`config.mk`:
```
export PLATFORM = sky130hd
export DESIGN_NAME = multicycle_seq_flat
export DESIGN_NICKNAME = d
export VERILOG_FILES = /design/src/rtl/multicycle_seq_if.sv /design/src/rtl/multicycle_seq.sv /design/src/flat_wrapper.sv
export SDC_FILE = /design/constraint.sdc
export NUM_CORES = 1
export LEC_CHECK = 0
export ABC_AREA = 1
export CAP_MARGIN = 0
export CORE_MARGIN = 2
export CORE_UTILIZATION = 25
export DETAILED_ROUTE_END_ITERATION = 12
export SETUP_SLACK_MARGIN = 0.5
export SLEW_MARGIN = 20
export SYNTH_ARGS = -nofsm -noshare
export SYNTH_HDL_FRONTEND = slang
export SYNTH_SLANG_ARGS = --single-unit
```
`constraint.sdc`:
```
create_clock -name clk -period 1.6 [get_ports clk]
set_clock_uncertainty 0.1 [all_clocks]
set_input_delay 0.16 -clock clk [delete_from_list [all_inputs] [get_ports clk]]
set_output_delay 0.16 -clock clk [all_outputs]
set_load 0.005 [all_outputs]
```
`src/rtl/multicycle_seq_if.sv`:
```
// Sequencer bus: CU control in, datapath strobes and PC out.
// master = sequencer side, slave = CU/datapath side.
interface multicycle_seq_if #(
  parameter int XLEN   = 32,
  parameter int ADDR_W = 8
);
  logic              halt;
  logic              is_mem;
  logic              mem_ready;
  logic              PCSel;
  logic              RegWEn;
  logic              MemRW;
  logic              BrUn;
  logic [XLEN-1:0]   cmpA;
  logic [XLEN-1:0]   cmpB;
  logic [XLEN-1:0]   aluOut;
  logic [XLEN-1:0]   pc;
  logic [ADDR_W-1:0] addr;
  logic [2:0]        stage;
  logic              BrEq;
  logic              BrLT;
  logic              ramEn;
  logic              ramRW;
  logic              regWe;
  logic [XLEN-1:0]   instret;

  modport master (
    input  halt, is_mem, mem_ready,
    input  PCSel, RegWEn, MemRW, BrUn,
    input  cmpA, cmpB, aluOut,
    output pc, addr, stage,
    output BrEq, BrLT,
    output ramEn, ramRW, regWe,
    output instret
  );

  modport slave (
    output halt, is_mem, mem_ready,
    output PCSel, RegWEn, MemRW, BrUn,
    output cmpA, cmpB, aluOut,
    input  pc, addr, stage,
    input  BrEq, BrLT,
    input  ramEn, ramRW, regWe,
    input  instret
  );
endinterface

```
`src/rtl/multicycle_seq.sv`:
```
// Multi-cycle F/D/E/M/WB sequencer: PC, branch compare, RF/RAM enables.
// Define INSTRET_EN to build the retired-instruction counter.
module multicycle_seq #(
  parameter int                XLEN     = 32,
  parameter int                ADDR_W   = 8,
  parameter logic [XLEN-1:0]   RESET_PC = '0,
  parameter int unsigned       PC_STEP  = 4
) (
  input logic               clk,
  input logic               rst,
  multicycle_seq_if.master  bus
);

  typedef enum logic [2:0] {
    FETCH     = 3'd0,
    DECODE    = 3'd1,
    EXECUTE   = 3'd2,
    MEMORY    = 3'd3,
    WRITEBACK = 3'd4,
    HALTED    = 3'd5
  } stage_e;

  stage_e          state_q;
  stage_e          state_d;
  logic            mem_q;
  logic            breq_q;
  logic            brlt_q;
  logic [XLEN-1:0] pc_q;
  logic [XLEN-1:0] pc_d;
  logic            retire;
  logic            lt_u;
  logic            lt_s;

  assign retire = (state_q == WRITEBACK);
  assign lt_u   = bus.cmpA < bus.cmpB;
  assign lt_s   = $signed(bus.cmpA) < $signed(bus.cmpB);

  // Jump targets are forced word-aligned.
  assign pc_d = bus.PCSel
              ? (bus.aluOut & ~XLEN'(3))
              : pc_q + XLEN'(PC_STEP);

  always_comb begin
    state_d = state_q;
    unique case (state_q)
      FETCH:     state_d = DECODE;
      DECODE:    state_d = bus.halt ? HALTED : EXECUTE;
      EXECUTE:   state_d = mem_q ? MEMORY : WRITEBACK;
      MEMORY:    if (bus.mem_ready) state_d = WRITEBACK;
      WRITEBACK: state_d = FETCH;
      HALTED:    state_d = HALTED;
      default:   state_d = FETCH;
    endcase
  end

  always_ff @(posedge clk or negedge rst) begin
    if (!rst) begin
      state_q <= FETCH;
      mem_q   <= 1'b0;
      breq_q  <= 1'b0;
      brlt_q  <= 1'b0;
      pc_q    <= RESET_PC;
    end else begin
      state_q <= state_d;
      if (state_q == DECODE) begin
        mem_q <= bus.is_mem;
      end
      if (state_q == EXECUTE) begin
        breq_q <= bus.cmpA == bus.cmpB;
        brlt_q <= bus.BrUn ? lt_u : lt_s;
      end
      if (retire) begin
        pc_q <= pc_d;
      end
    end
  end

`ifdef INSTRET_EN
  logic [XLEN-1:0] ret_q;

  always_ff @(posedge clk or negedge rst) begin
    if (!rst) begin
      ret_q <= '0;
    end else if (retire) begin
      ret_q <= ret_q + XLEN'(1);
    end
  end

  assign bus.instret = ret_q;
`else
  assign bus.instret = '0;
`endif

  assign bus.pc    = pc_q;
  assign bus.addr  = pc_q[ADDR_W-1:0];
  assign bus.stage = state_q;
  assign bus.BrEq  = breq_q;
  assign bus.BrLT  = brlt_q;
  assign bus.ramEn = (state_q == MEMORY);
  assign bus.ramRW = (state_q == MEMORY) & bus.MemRW;
  assign bus.regWe = (state_q == WRITEBACK) & bus.RegWEn;

endmodule

```
`src/flat_wrapper.sv`:
```
// flat-port wrapper written by rule: the top's interface ports become plain ports
module multicycle_seq_flat 
#(
  parameter int                XLEN     = 32,
  parameter int                ADDR_W   = 8,
  parameter logic [XLEN-1:0]   RESET_PC = '0,
  parameter int unsigned       PC_STEP  = 4
)
  (clk, rst, bus_halt, bus_is_mem, bus_mem_ready, bus_PCSel, bus_RegWEn, bus_MemRW, bus_BrUn, bus_cmpA, bus_cmpB, bus_aluOut, bus_pc, bus_addr, bus_stage, bus_BrEq, bus_BrLT, bus_ramEn, bus_ramRW, bus_regWe, bus_instret);
  multicycle_seq_if #(.XLEN(XLEN), .ADDR_W(ADDR_W)) bus_i ();
  input logic clk;
  input logic rst;
  input wire logic [$bits(bus_i.halt)-1:0] bus_halt;
  input wire logic [$bits(bus_i.is_mem)-1:0] bus_is_mem;
  input wire logic [$bits(bus_i.mem_ready)-1:0] bus_mem_ready;
  input wire logic [$bits(bus_i.PCSel)-1:0] bus_PCSel;
  input wire logic [$bits(bus_i.RegWEn)-1:0] bus_RegWEn;
  input wire logic [$bits(bus_i.MemRW)-1:0] bus_MemRW;
  input wire logic [$bits(bus_i.BrUn)-1:0] bus_BrUn;
  input wire logic [$bits(bus_i.cmpA)-1:0] bus_cmpA;
  input wire logic [$bits(bus_i.cmpB)-1:0] bus_cmpB;
  input wire logic [$bits(bus_i.aluOut)-1:0] bus_aluOut;
  output wire logic [$bits(bus_i.pc)-1:0] bus_pc;
  output wire logic [$bits(bus_i.addr)-1:0] bus_addr;
  output wire logic [$bits(bus_i.stage)-1:0] bus_stage;
  output wire logic [$bits(bus_i.BrEq)-1:0] bus_BrEq;
  output wire logic [$bits(bus_i.BrLT)-1:0] bus_BrLT;
  output wire logic [$bits(bus_i.ramEn)-1:0] bus_ramEn;
  output wire logic [$bits(bus_i.ramRW)-1:0] bus_ramRW;
  output wire logic [$bits(bus_i.regWe)-1:0] bus_regWe;
  output wire logic [$bits(bus_i.instret)-1:0] bus_instret;
  assign bus_i.halt = bus_halt;
  assign bus_i.is_mem = bus_is_mem;
  assign bus_i.mem_ready = bus_mem_ready;
  assign bus_i.PCSel = bus_PCSel;
  assign bus_i.RegWEn = bus_RegWEn;
  assign bus_i.MemRW = bus_MemRW;
  assign bus_i.BrUn = bus_BrUn;
  assign bus_i.cmpA = bus_cmpA;
  assign bus_i.cmpB = bus_cmpB;
  assign bus_i.aluOut = bus_aluOut;
  assign bus_pc = bus_i.pc;
  assign bus_addr = bus_i.addr;
  assign bus_stage = bus_i.stage;
  assign bus_BrEq = bus_i.BrEq;
  assign bus_BrLT = bus_i.BrLT;
  assign bus_ramEn = bus_i.ramEn;
  assign bus_ramRW = bus_i.ramRW;
  assign bus_regWe = bus_i.regWe;
  assign bus_instret = bus_i.instret;
  multicycle_seq #(.XLEN(XLEN), .ADDR_W(ADDR_W), .RESET_PC(RESET_PC), .PC_STEP(PC_STEP)) u_core (.clk(clk), .rst(rst), .bus(bus_i));
endmodule
```
==> impl_metrics.yaml, run 1 <==
status:
  status: "finished, violations left"
  violations: "setup timing"
critical_path:
  end_kind: "flop"
  cp_top_family: "simple AND/OR/NAND/NOR gates"
  path_buf_inv: 0
  cp_slowest_cell: "dfrtp_2"
  crit_arrival_ns: 1.78
  cp_cell_sequence: "ha_4 > nand3_4 > nor4_4 > nand3_1 > nand2_2 > a21oi_2 > a21oi_1"
  worstPathMaxFanout: 4
  startpoint_type: "flop"
  critPathKind: "flop to flop"
  critical_path.max_stage_delay_ns: 0.43
  critPathRequiredTime_ns: 1.68
cells_and_area:
  fillers: 1286
  num_antenna_cells: 0
  area_delta_synth_final_pct: 117.7
  ff_latch_area_um2: 913.4
  multi_input_area_um2: 3243
  design_area_um2: 8122
  layout-drive-gt1-share_pct: 52.79
  final_nets: 1016
drt:
  vias_per_cell: 4.585
  wl_mm: 15.53
  drt-wirelength-per-cell_um: 14.60
  firstDrtPassIters: 5
  ant_nets: 0
  vias: 4874
  drc: 0
  drt_iter0_drc: 314
pwr:
  powerDensity_nw_per_um2: 1478
  finalPower_mw: 12.01
  irDropWorstVdd_v: 0.0007061
  p_leak_nw: 3.860
global_route:
  grt_overflow_total: 0
  grt_usage_pct: 17.75
  grt_pass1_vias: 4592
  use_met2_pct: 31.56
  use_met3_pct: 3.568
  grt_max_degree: 37
  grt_antenna_before_repair: 0
  met1_usage_pct: 21.71
  grt_pass1_wl_mm: 23.04
  busiest_layer: "met2"
logic_synthesis:
  synth_flop_cell: "dfrtp_1"
  synth_area_per_cell_um2: 6.546
  synth_top_cell_area_share_pct: 24.14
  yosysSeqAreaShare_pct: 24.14
  yosys_warnings: 0
  synth_cells: 570
  synth-async-reset-ratio_pct: 100.0
  yosysMostFrequentCell: "nand2_1"
  synth_edf_count: 0
  yosys_register_bits: 36
  synth_area_um2: 3731
  synthDistinctLibCells: 41
  synth_commonest_cells: "nand2_1, inv_1, nor2_1, buf_4, dfrtp_1"
  synth_area_leaders: "dfrtp_1, nand2_1, ha_1"
  yosys.area.top_type: "dfrtp_1"
timing:
  period_needed_ns: 1.695
  setup_ws_ns: -0.09522
  fmax_mhz: 589.9
  slew_violations: 0
  tightestPinTransition_ns: 0.5277
  finalSetupViolCount: 17
  hold_viol_final: 0
  rsz0062_at_grt: "yes"
  post-route-period-util_pct: 106.0
  maxSlewHeadroom_pct: 64.82
place:
  dp_hpwl_mm: 9.866
  gp_congestion: 0.8327
  placed_cell_area_um2: 6153
  io_buffer_count: 146
die:
  die_x_um: 126.2
  io_pins: 185
  die_area_um2: 15920
  rows: 44
  start_util_pct: 25.67
  die-height_um: 126.2
  core_area_um2: 14530
clock_network:
  cts_buffer_depth: 2
  cts_tree: "built"
  cts.sinks: 36
  cts_htree_levels: 2
  cts.reportedPaths.clkPinSlew_ns: 0.06
  clockRootBuffer: "clkbuf_16"
  cts_buffers: 5
  clkLatencyLatePin_ns: 0.28
worst_hold_path:
  hold_path.class: "primary input to flop"
job:
  cap_violations: 0
[per-layer routing]
metal	vias to the layer above	part of all wire, %
met5	-	0
met4	0	2.4
met3	28	5.9
met2	183	52
met1	2283	39
li1	2380	-
[flip-flops by register name, indices dropped and copies added (netlist names)]
signal / flops
u_core.bus.pc: 30
u_core.mem_q: 1
u_core.bus.stage: 3
u_core.bus.BrLT: 1
u_core.bus.BrEq: 1
[logic make-up after synthesis]
family / synth area share, %
compound gates: 12.61
xor+xnor: 1.174
fa+ha+maj: 11.07
buf+inv: 19.15
flops: 24.14
other cells: 0.1005
simple gates: 31.76
[layout make-up]
cell class	count	area share, %
clock buffers	5	1.541
clock inverters	3	0.5238
inverters	91	5.099
multi-input cells	423	39.93
flip-flops and latches	36	11.25
well taps	184	2.835
repair buffers	321	38.82
[worst register-to-register path, cell delays in order (launching register included)]
cell     delay (ns)
dfrtp_2        0.43
ha_4           0.18
nand3_4        0.13
nor4_4         0.26
nand3_1        0.14
nand2_2        0.11
a21oi_2        0.08
a21oi_1        0.16
[metrics by stage]
stage / worst slack [ns] / hold WS, ns / instances / setup TNS, ns / util [%]
after CTS: -0.04531 / 0.3565 / 1040 / -0.1358 / 52.08
after detailed placement: -0.4803 / 0.1600 / 951 / -1.067 / 42.34
final: -0.09522 / 0.3582 / 1063 / -0.8812 / 55.88
after floorplan: 0.06522 / -0.2356 / 605 / 0 / -
after global routing: -0.1796 / 0.4061 / 1063 / -2.848 / 55.88
after global placement: -0.4313 / 0.1552 / 951 / -0.9120 / 42.34
[where the power goes]
part / leakage, nW / switching (mW) / internal [mW]
Combinational: 3.36 / 3.83 / 5.17
Sequential: 0.418 / 0.487 / 1.37
Clock: 0.0798 / 0.413 / 0.733
Total: 3.86 / 4.73 / 7.28
[layout by cell type (no fill, tap or decap), drive strengths merged, types with 3 or more instances in the layout]
cell type      synthesis  final
a21oi                 24     24
buf                   50    242
clkbuf                 5     14
clkdlybuf4s15          0     22
clkdlybuf4s50          0     37
clkinv                 0      3
conb                   1     36
dfrtp                 36     36
dlygate4sd2            0     10
ha                    33     33
inv                   91     89
nand2                134    134
nand3                 27     27
nand4                 13     13
nor2                  69     69
nor3                  16     16
o21ai                 39     39
o22ai                  8      8
xor2                   3      3
[path summary, 6_finish.rpt]
path | from | to | slack, ns | cells past startpoint
max | u_core.bus.pc[3] | u_core.bus.pc[14] | -0.1 | 7
min | bus_is_mem | u_core.mem_q | 0.36 | 3
max reg2reg | u_core.bus.pc[3] | u_core.bus.pc[14] | -0.1 | 7
min reg2reg | u_core.bus.BrLT | u_core.bus.BrLT | 0.38 | 2
max in group asynchronous | rst | u_core.bus.pc[14] | 0.62 | 3
min in group asynchronous | rst | u_core.bus.pc[29] | 0.37 | 3
[what timing repair did]
item                       in CTS  in global routing
hold endpoints to repair       36                  0
buffers inserted               77                 23
gates resized for setup       516                144
setup endpoints to repair      80                 76
hold buffers                    1                  0
pin swaps                      94                 78
cloned                          3                  0
No activity file was read; power rests on OpenSTA's default activity.
==> run 2, diff against run 1 <==
- HOLD_SLACK_MARGIN: unset -> 0.12
==> results of run 2 <==
The final DEF is identical to that of run 1; final timing and power are the same.
==> run 3, diff against run 2 <==
- clock period: 1.6 -> 1.9 ns (I/O delays scaled with it)
==> run 3 against run 2 <==
The run now ends clean; cell count fell by 6.7%; worst hold slack improved by 0.028 ns; cell area fell by 14%; combinational power fell by 43%; core utilization fell by 7.8 points; die area did not move; non-clock buffer count fell by 70; global-route usage fell by 1.7 points; fmax rose by 1.0%; sequential power fell by 13%; power fell by 37%; sequential share of layout area rose by 1.9 points; critical endpoint is now u_core.bus.pc[23]; largest power group unchanged.
==> impl_metrics.yaml, run 3 (synthesized netlist as in run 1, its figures left out) <==
clock_network:
  cts_buffers: 5
  cts.sinks: 36
  clockRootBuffer: "clkbuf_16"
  clkLatencyLatePin_ns: 0.28
  cts_tree: "built"
  cts_buffer_depth: 2
  cts_htree_levels: 2
  cts.reportedPaths.clkPinSlew_ns: 0.06
critical_path:
  critPathRequiredTime_ns: 1.97
  r2r_slack_ns: 0.22
  worstPathMaxFanout: 5
  r2r_cells: 9
  crit_arrival_ns: 1.75
  cp_cell_sequence: "nand3_4 > nor2_4 > buf_4 > nand2_4 > nor3_4 > xnor2_1 > nand2_1 > nand2_1 > nand2_1"
  critical_path.max_stage_delay_ns: 0.44
  r2r_start: "u_core.bus.pc[2]"
  worst_path_most_repeated_cell: "nand2_1"
  cp_slowest_cell: "dfrtp_2"
  critPathKind: "flop to flop"
  reg2reg_to: "u_core.bus.pc[23]"
  startpoint_type: "flop"
  end_kind: "flop"
drt:
  vias: 4484
  vias_per_cell: 4.520
  drt-wirelength-per-cell_um: 13.71
  ant_nets: 0
  drc: 0
  firstDrtPassIters: 4
  wl_mm: 13.60
  drt_iter0_drc: 273
place:
  placed_cell_area_um2: 5534
  dp_hpwl_mm: 9.444
  place_inst: 908
  gp_congestion: 0.8328
  io_buffer_count: 146
  dp_worst_setup_slack_ns: -0.1520
global_route:
  grt_pass1_vias: 4291
  grt_overflow_total: 0
  grt_antenna_before_repair: 0
  grt_max_degree: 37
  grt_usage_pct: 16.04
  grt_pass1_wl_mm: 20.87
die:
  rows: 44
  die-height_um: 126.2
  die_area_um2: 15920
  core_area_um2: 14530
  die_x_um: 126.2
  start_util_pct: 25.67
  io_pins: 185
timing:
  fmax_mhz: 595.9
  finalSetupViolCount: 0
  setup_ws_ns: 0.2219
  rsz0062_at_grt: "yes"
  post-route-period-util_pct: 88.32
  maxSlewHeadroom_pct: 65.06
  hold_slack_ns: 0.3864
  hold_viol_final: 0
  slew_violations: 0
  period_needed_ns: 1.678
  tightestPinTransition_ns: 0.5241
  final.setup.tns_ns: 0
worst_hold_path:
  hold_depth: 1
  min_to: "u_core.bus.BrEq"
  hold_path.class: "flop to flop"
  hp-start: "u_core.bus.BrEq"
cells_and_area:
  final_core_util_pct: 48.05
  fillers: 1461
  area_delta_synth_final_pct: 87.19
  layout-drive-gt1-share_pct: 40.72
  layout.cells.non_filler: 992
  num_antenna_cells: 0
  final_common_cell: "nand2_1"
  layout_common_cells: "nand2_1, buf_4, inv_1, dlygate4sd2_1, nor2_1"
  final_nets: 947
  design_area_um2: 6984
  largest_register_ff_count: 30
pwr:
  powerDensity_nw_per_um2: 1078
  finalPower_mw: 7.532
  irDropWorstVdd_v: 0.0005268
  p_leak_nw: 3.341
status:
  status: "completed"
job:
  cap_violations: 0
==> run 3: changes by cell type in the layout (fill, tap and decap cells not counted), sizes merged, moves of 3 or more <==
cell	change
dlymetal6s2s	+5
inv	+3
clkbuf	+8
clkdlybuf4s50	+3
buf	-123
dlygate4sd2	+39
clkinv	-3
==> run 3: how the worst max path moves through the flow <==
stage                         to        startpoint  depth (start not counted)  slack [ns]
2_1_floorplan  u_core.bus.pc[20]  u_core.bus.pc[7]                          9        0.36
3_3_place_gp     u_core.bus.BrLT      bus_cmpB[13]                         14       -0.11
3_5_place_dp     u_core.bus.BrLT      bus_cmpB[12]                         14       -0.15
4_1_cts        u_core.bus.pc[20]  u_core.bus.pc[2]                          8        0.25
5_1_grt        u_core.bus.pc[22]  u_core.bus.pc[9]                         10        0.12
6_report       u_core.bus.pc[23]  u_core.bus.pc[2]                          9        0.22
==> run 3: repair_timing <==
action                     CTS  global route
setup endpoints to repair   77            58
buffers inserted            51            23
resized for setup          263           160
pin swaps                   92            84
hold buffers                 1             0
hold endpoints to repair    36             0
cloned                       3             0
==> run 3: final cells by class <==
| class | instances | area (um^2) | area share, % |
|---|---|---|---|
| well taps | 184 | 230.2 | 3.296 |
| clock buffers | 6 | 128.9 | 1.845 |
| repair inverters | 1 | 6.256 | 0.08957 |
| repair buffers | 251 | 2255 | 32.28 |
| inverters | 91 | 366.6 | 5.249 |
| multi-input cells | 423 | 3079 | 44.09 |
| flip-flops and latches | 36 | 918.4 | 13.15 |
==> run 3: power by group <==
group | switching [mW] | leakage, nW | internal (mW)
Combinational | 2.44 | 2.86 | 2.69
Sequential | 0.447 | 0.414 | 1.16
Clock | 0.323 | 0.0628 | 0.473
==> run 3: metal layers <==
metal	track usage, %	wire (um)
met5	0	0
met4	4.525	226
met3	3.271	965
met2	28.65	7120
met1	19.48	5285
==> run 3: critical path: cells and delay by family, from the launching register on <==
family	cells	cell delay, ns
xor gates and xnor gates	1	0.14
and+or+nand+nor	7	0.74
DFF	1	0.44
buffers and inverters	1	0.15
